$ cat config.mk
export PLATFORM = sky130hd
export DESIGN_NAME = delay_arbiter_flat
export DESIGN_NICKNAME = d
export VERILOG_FILES = /design/src/rtl/delay_arbiter_if.sv /design/src/rtl/delay_arbiter.sv /design/src/flat_wrapper.sv
export SDC_FILE = /design/constraint.sdc
export NUM_CORES = 1
export LEC_CHECK = 0
export CORE_UTILIZATION = 40
export DETAILED_ROUTE_END_ITERATION = 6
export PLACE_DENSITY = 0.71
export SLEW_MARGIN = 40
export SYNTH_ARGS = -nofsm -noshare
export SYNTH_HDL_FRONTEND = slang
export SYNTH_SLANG_ARGS = --single-unit
$ cat constraint.sdc
create_clock -name clk -period 5.3 [get_ports clk]
set_input_delay 1.06 -clock clk [delete_from_list [all_inputs] [get_ports clk]]
set_output_delay 1.06 -clock clk [all_outputs]
set_load 0.01 [all_outputs]
$ cat src/rtl/delay_arbiter_if.sv
// Request-side bus of the delay arbiter: per-requester strobes, packed
// payloads and the one-hot grant returned by the arbiter.
interface delay_arbiter_if #(
    parameter int N_REQ  = 4,
    parameter int DATA_W = 8
);
    logic [N_REQ-1:0]        req_valid;
    logic [N_REQ*DATA_W-1:0] req_data;
    logic [N_REQ-1:0]        req_ready;

    modport master (output req_valid, output req_data, input req_ready);
    modport slave  (input req_valid, input req_data, output req_ready);
endinterface

$ cat src/rtl/delay_arbiter.sv
// Round-robin arbiter feeding a fixed-depth delay pipeline. One requester
// is granted per cycle. Its payload and index then travel N_DELAY stages
// and pop out on out_*. hold freezes everything. flush empties the pipe
// but keeps the round-robin pointer.
module delay_arbiter #(
    parameter int N_REQ   = 4,
    parameter int N_DELAY = 4,
    parameter int DATA_W  = 8,
    localparam int ID_W   = (N_REQ > 1) ? $clog2(N_REQ) : 1,
    localparam int OCC_W  = $clog2(N_DELAY + 1)
) (
    input  logic              clk,
    input  logic              rst,
    delay_arbiter_if.slave    req_bus,
    input  logic              hold,
    input  logic              flush,
    output logic              out_valid,
    output logic [DATA_W-1:0] out_data,
    output logic [ID_W-1:0]   out_id,
    output logic [OCC_W-1:0]  occupancy,
    output logic              busy
);

    logic [N_DELAY-1:0] stg_valid;
    logic [ID_W-1:0]    stg_id   [N_DELAY];
    logic [DATA_W-1:0]  stg_data [N_DELAY];
    logic [ID_W-1:0]    rr_ptr;

    logic [ID_W-1:0]    hi_idx;
    logic [ID_W-1:0]    lo_idx;
    logic               hi_found;
    logic               any_req;
    logic [ID_W-1:0]    grant_id;
    logic [N_REQ-1:0]   grant;
    logic [DATA_W-1:0]  acc_data;
    logic               accept;

    // Find the lowest requester at/above rr_ptr, and the lowest overall for wrap-around.
    always_comb begin
        hi_idx   = '0;
        lo_idx   = '0;
        hi_found = 1'b0;
        any_req  = 1'b0;
        for (int i = N_REQ - 1; i >= 0; i--) begin
            if (req_bus.req_valid[i]) begin
                any_req = 1'b1;
                lo_idx  = ID_W'(i);
                if (ID_W'(i) >= rr_ptr) begin
                    hi_found = 1'b1;
                    hi_idx   = ID_W'(i);
                end
            end
        end
    end

    // Issue the one-hot grant and select the accepted payload; reset, hold and flush suppress it.
    always_comb begin
        accept   = !rst && !hold && !flush && any_req;
        grant_id = hi_found ? hi_idx : lo_idx;
        grant    = '0;
        acc_data = '0;
        for (int i = 0; i < N_REQ; i++) begin
            if (accept && (ID_W'(i) == grant_id)) begin
                grant[i] = 1'b1;
                acc_data = req_bus.req_data[i*DATA_W +: DATA_W];
            end
        end
    end

    assign req_bus.req_ready = grant;

    assign out_valid = stg_valid[N_DELAY-1];
    assign out_data  = stg_data[N_DELAY-1];
    assign out_id    = stg_id[N_DELAY-1];
    assign busy      = (occupancy != '0);

    // Control state: stage valids, round-robin pointer and the in-flight count.
    always_ff @(posedge clk or posedge rst) begin
        if (rst) begin
            stg_valid <= '0;
            rr_ptr    <= '0;
            occupancy <= '0;
        end else if (flush) begin
            stg_valid <= '0;
            occupancy <= '0;
        end else if (!hold) begin
            for (int s = N_DELAY - 1; s >= 1; s--) begin
                stg_valid[s] <= stg_valid[s-1];
            end
            stg_valid[0] <= accept;
            if (accept) begin
                rr_ptr <= (grant_id == ID_W'(N_REQ - 1)) ? '0 : grant_id + ID_W'(1);
            end
            case ({accept, out_valid})
                2'b10:   occupancy <= occupancy + OCC_W'(1);
                2'b01:   occupancy <= occupancy - OCC_W'(1);
                default: occupancy <= occupancy;
            endcase
        end
    end

    // Payload and requester tag shift alongside the valids; contents of empty stages are don't-care.
    always_ff @(posedge clk or posedge rst) begin
        if (rst) begin
            for (int s = 0; s < N_DELAY; s++) begin
                stg_id[s]   <= '0;
                stg_data[s] <= '0;
            end
        end else if (!flush && !hold) begin
            for (int s = N_DELAY - 1; s >= 1; s--) begin
                stg_id[s]   <= stg_id[s-1];
                stg_data[s] <= stg_data[s-1];
            end
            stg_id[0]   <= grant_id;
            stg_data[0] <= acc_data;
        end
    end

endmodule

$ cat src/flat_wrapper.sv
// flat-port wrapper written by rule: the top's interface ports become plain ports
module delay_arbiter_flat 
#(
    parameter int N_REQ   = 4,
    parameter int N_DELAY = 4,
    parameter int DATA_W  = 8,
    localparam int ID_W   = (N_REQ > 1) ? $clog2(N_REQ) : 1,
    localparam int OCC_W  = $clog2(N_DELAY + 1)
)
  (clk, rst, hold, flush, out_valid, out_data, out_id, occupancy, busy, req_bus_req_valid, req_bus_req_data, req_bus_req_ready);
  delay_arbiter_if #(.N_REQ(N_REQ), .DATA_W(DATA_W)) req_bus_i ();
  input  logic clk;
  input  logic rst;
  input  logic hold;
  input  logic flush;
  output logic out_valid;
  output logic [DATA_W-1:0] out_data;
  output logic [ID_W-1:0] out_id;
  output logic [OCC_W-1:0] occupancy;
  output logic busy;
  input wire logic [$bits(req_bus_i.req_valid)-1:0] req_bus_req_valid;
  input wire logic [$bits(req_bus_i.req_data)-1:0] req_bus_req_data;
  output wire logic [$bits(req_bus_i.req_ready)-1:0] req_bus_req_ready;
  assign req_bus_i.req_valid = req_bus_req_valid;
  assign req_bus_i.req_data = req_bus_req_data;
  assign req_bus_req_ready = req_bus_i.req_ready;
  delay_arbiter #(.N_REQ(N_REQ), .N_DELAY(N_DELAY), .DATA_W(DATA_W)) u_core (.clk(clk), .rst(rst), .req_bus(req_bus_i), .hold(hold), .flush(flush), .out_valid(out_valid), .out_data(out_data), .out_id(out_id), .occupancy(occupancy), .busy(busy));
endmodule
== Word-level counts from Yosys, hierarchy flattened ==
Index checks and enable logic that the tools add are counted.

* Register bits: 49
* Bits of input ports: 40
* Logic and storage cells: 82
* Output and inout port bits: 19

* Reduce and logical (&&, ||, !) cells: 16
* Muxes and demuxes: 39
* Equality and inequality tests: 7
* Bitwise gates (word level): 2
* Magnitude comparators: 4
* Add/sub/neg operators: 3

{| class="wikitable"
|+ Operators with widths
! kind !! number
|-
| 8-bit 2-to-1 mux || 4
|-
| 2-bit 2-to-1 mux || 14
|-
| 1-bit 2-to-1 mux || 16
|-
| 1-bit logical AND || 8
|-
| 4-bit 2-to-1 mux || 2
|-
| 3-bit 2-to-1 mux || 2
|-
| 3-bit one-hot mux with 2 select lines || 1
|-
| 3-bit nonzero test || 2
|-
| 2-bit == test (first input constant) || 2
|-
| 2-bit == test (second input constant) || 2
|-
| 1-bit by 2-bit greater-or-equal comparator with 1-bit output (first input constant) || 2
|-
| 2-bit greater-or-equal comparator (first input constant) || 2
|-
| 3-bit by 1-bit adder with 3-bit output (second input constant) || 1
|-
| 1-bit logical NOT || 3
|-
| 3-bit AND reduction || 1
|-
| 3-bit by 1-bit subtractor with 3-bit output (second input constant) || 1
|-
| 2-bit by 1-bit adder with 2-bit output (second input constant) || 1
|-
| 1-bit by 2-bit == test with 1-bit output (first input constant) || 1
|-
| 2-bit by 1-bit == test with 1-bit output (second input constant) || 1
|-
| 2-bit logical NOT || 1
|-
| 2-bit by 1-bit inequality test with 1-bit output (second input constant) || 1
|-
| 1-bit inverter || 2
|-
| 2-bit AND reduction || 1
|}

== Logic depth before layout (Yosys ltp) ==
* Depth after elaboration: 16
* Mapped depth: 11
* Gate-level depth less buffers: 9

== Least setup slack after synthesis ==
Ideal clock, no wire load.

* Path type: input-to-output
* From: input req_bus_req_valid[0]
* To: output req_bus_req_ready[1]
* Arrival time: 2.382 ns
* Slack: 1.858 ns
* Buffers on the path: 2
* Data required time: 4.240 ns
* Cell stages on the path: 7
* Path through: a21oi_1 > o21a_1 > o22ai_1 > ha_1 > clkbuf_1 > clkbuf_1 > and3_2

* Word-level cells in the longest chain between the ends: 5
* Elaborated cells between the ends (all ways): 9
* Those cells by class: eq/ne: 1; mux: 6; reduce/logical: 2

{| class="wikitable"
|+ RTL lines
! item !! line !! text
|-
| start, declared || flat_wrapper.sv:21 || <nowiki>input wire logic [$bits(req_bus_i.req_valid)-1:0] req_bus_req_valid;</nowiki>
|-
| 2-bit 2-to-1 mux or 1-bit 2-to-1 mux (tied branches) || delay_arbiter.sv:45 || <nowiki>if (req_bus.req_valid[i]) begin</nowiki>
|-
| 2-bit 2-to-1 mux || delay_arbiter.sv:59 || <nowiki>grant_id = hi_found ? hi_idx : lo_idx;</nowiki>
|-
| 1-bit by 2-bit == test with 1-bit output || delay_arbiter.sv:63 || <nowiki>if (accept && (ID_W'(i) == grant_id)) begin</nowiki>
|-
| 1-bit logical AND * || delay_arbiter.sv:63 ||
|-
| 1-bit 2-to-1 mux * || delay_arbiter.sv:63 ||
|-
| end, declared || flat_wrapper.sv:23 || <nowiki>output wire logic [$bits(req_bus_i.req_ready)-1:0] req_bus_req_ready;</nowiki>
|}

Mark *: on every way between the ends. The rest lies on a longest branch, timed or not.

== Worst setup path after layout ==
* From: input req_bus_req_valid[0]
* To: output req_bus_req_ready[2]

* Word-level cells in the longest chain between the ends: 5
* Elaborated cells between the ends (all ways): 9
* Those cells by class: eq/ne: 1; mux: 6; reduce/logical: 2

{| class="wikitable"
|+ RTL lines
! item !! line
|-
| 2-bit 2-to-1 mux or 1-bit 2-to-1 mux (tied branches) || delay_arbiter.sv:45
|-
| 2-bit 2-to-1 mux || delay_arbiter.sv:59
|-
| 2-bit == test || delay_arbiter.sv:63
|-
| 1-bit logical AND * || delay_arbiter.sv:63
|-
| 1-bit 2-to-1 mux * || delay_arbiter.sv:63
|}

Marked as above.

==> flow_summary.ini <==
[worst_setup_path]
start_kind = input pin
crit_type = in -> out
crit_top_cell = clkdlybuf4s50_1
max_stage_delay_ns = 0.61
critPathMaxFanout = 17
critPathArrivalTime_ns = 3.57
r2r-start = u_core.rr_ptr[1]$_DFFE_PP0P_
required_ns = 4.24
critPathCaptureType = output pin
path_cells = clkdlybuf4s50_1 -> mux2i_1 -> o221ai_1 -> ha_1 -> and3_2 -> clkdlybuf4s50_1
slowest_stage = ha_1
crit_start = req_bus_req_valid[0]

[global_route]
grt_pass1_wl_microns = 8290
grt_remaining_overflow = 0
grt_max_degree = 50
first_global_vias = 1889
grt_antenna_before_repair = 0
grt_use_total_pct = 16.3

[clocking]
cts_buffer_depth = 2
cts_tree = yes
cts.repair.resized = 0
worstSkewPairLatency_ns = 0.30
cts.sinks = 49
postCtsSetupBuffers = 0
cts_root_buffer = clkbuf_8
htreeDepth = 2
clk_pin_slew_worst_paths_ns = 0.09
cts_buffers = 5
postCtsHoldBufs = 0

[outcome]
status = finished, final reports clean

[yosys]
synth_seq_area_share_pct = 49.6
syn-num-nets = 336
synth-seq-cells = 49
ys_types = 32
netlist_area_sq_um = 2470
syn_avg_cell_area_sq_um = 8.50
synth_area_leaders = dfrtp_1 (50%), nand2_1 (17%), a21oi_1 (3.8%)
yosysTopAreaCellShare_pct = 49.6
synth_edf_count = 0
async_flop_share_pct = 100
synth_largest_area_cell = dfrtp_1
yosys_warnings = 0
synth_cells = 291
dominantRegCellSynth = dfrtp_1

[routing]
drc = 0
ant_nets = 0
wl_per_cell_microns = 11.7
drtIter0Drc = 156
wirelength_microns = 4750
vias = 1944
dr.pass1.iters = 4
viasPerCell = 4.80

[placement]
dp_hpwl_microns = 3300
place_inst = 397
io_buffers = 58
place_congestion = 0.685
dpl-instance-area_sq_um = 3000
pre_cts_slack_ns = 0.669

[power]
ir_drop_v = 0.000173
power_density_nw_per_um2 = 365
p_leak_nw = 1.53
finalPower_mw = 1.14

[floorplan]
core_sq_um = 5960
start_util_pct = 41.5
dieArea_sq_um = 6500
io_pins = 59
die_w_microns = 80.6
fp.dieH_microns = 80.6
num_rows = 28

[timing]
worst_pin_slew_ns = 0.722
finClkSkew_ns = 0.00683
rsz0062_at_grt = no
period_share_pct = 87.4
tns_ns = 0
timing.hold.ws_ns = 0.469
slew_headroom_pct = 51.9
fmaxAchievable_mhz = 216
maxSlewViolCount = 0
fin_ws_ns = 0.668
layout_min_cycle_time_ns = 4.63
setup_viol = 0
hold_viol_final = 0

[min_path]
min-delay-start = u_core.stg_data[28]$_DFFE_PP0P_
hold_path_class = reg -> reg

[cells_and_area]
nNetsFinal = 374
fillers = 586
final_core_util_pct = 52.5
num_antenna_cells = 0
final_area_sq_um = 3120
final_cells = 405
drive_gt1_share_pct = 6.97
final_common_cell = nand2_1
final_cell_mix = nand2_1 (110), clkdlybuf4s50_1 (58), dfrtp_1 (49)
area_growth_pct = 26.4

[flow_run]
cap_violations = 0
[state kept, by name (all words and copies together), names as in the netlist]
| name | flops |
|---|---|
| u_core.out_data | 8 |
| u_core.stg_valid | 4 |
| u_core.rr_ptr | 2 |
| u_core.stg_data | 24 |
| u_core.occupancy | 3 |
| u_core.out_id | 2 |
| u_core.stg_id | 6 |
[worst max-delay path, delay by kind of cell]
kind | cells | cell delay [ns]
and+or+nand+nor | 1 | 0.29
muxes | 1 | 0.11
AOI/OAI and AO/OA | 1 | 0.38
adders and majority gates | 1 | 0.61
buffers and inverters | 2 | 1.12
[final timing paths]
path | cells past startpoint | slack (ns) | end
hold reg to reg | 2 | 0.47 | u_core.stg_data[20]$_DFFE_PP0P_
setup / recovery | 6 | 0.67 | req_bus_req_ready[2]
hold / removal | 2 | 0.47 | u_core.stg_data[20]$_DFFE_PP0P_
setup reg to reg | 9 | 2.98 | u_core.stg_data[28]$_DFFE_PP0P_
max in group asynchronous | 2 | 3.60 | u_core.stg_data[25]$_DFFE_PP0P_
min in group asynchronous | 2 | 1.28 | u_core.rr_ptr[1]$_DFFE_PP0P_
[area by class of cell]
cell class	instances	area, sq um	share of cell area (%)
multi-input combinational	201	1040	33.4
sequential	49	1230	39.2
clock buffer	6	82.6	2.64
tap	75	93.8	3.00
timing repair buffer	59	588	18.8
clock inverter	2	37.5	1.20
inverter	13	51.3	1.64
[synth_stat cells (2+ instances only)]
cell type / instances
a22oi_1: 8
o21ai_1: 3
nor2_1: 8
buf_1: 2
dfrtp_1: 49
and3_2: 4
ha_1: 4
a21oi_1: 19
mux2_2: 2
mux2i_1: 6
buf_4: 11
clkbuf_1: 10
nand2b_1: 4
o21ai_0: 15
nor2b_1: 2
nand2_1: 110
buf_2: 5
or2_2: 2
inv_1: 13
mux2_1: 2
[cells by family after synthesis]
kind of cell,Yosys count,share of synthesized area [%]
adders and majority gates,5,2.83
DFF,49,49.6
muxes,11,4.81
buffers and inverters,41,8.15
AOI/OAI and AO/OA,49,11.2
and+or+nand+nor,136,23.4
[report_power, final]
part / leakage (nW) / internal, mW / total [mW] / switching [mW]
logic: 0.819 / 0.165 / 0.350 / 0.185
registers: 0.653 / 0.464 / 0.517 / 0.0526
clock network: 0.0574 / 0.153 / 0.274 / 0.120
total: 1.53 / 0.783 / 1.14 / 0.358
[routing by layer]
layer / global-route usage, % / part of all wire (%) / routed length (microns)
met5: 0 / 0 / 0
met4: 5.89 / 1.4 / 66
met3: 3.86 / 4.9 / 234
met2: 26.2 / 45 / 2150
met1: 21.4 / 48 / 2300
Note: power is estimated with default switching activity, not from simulation.
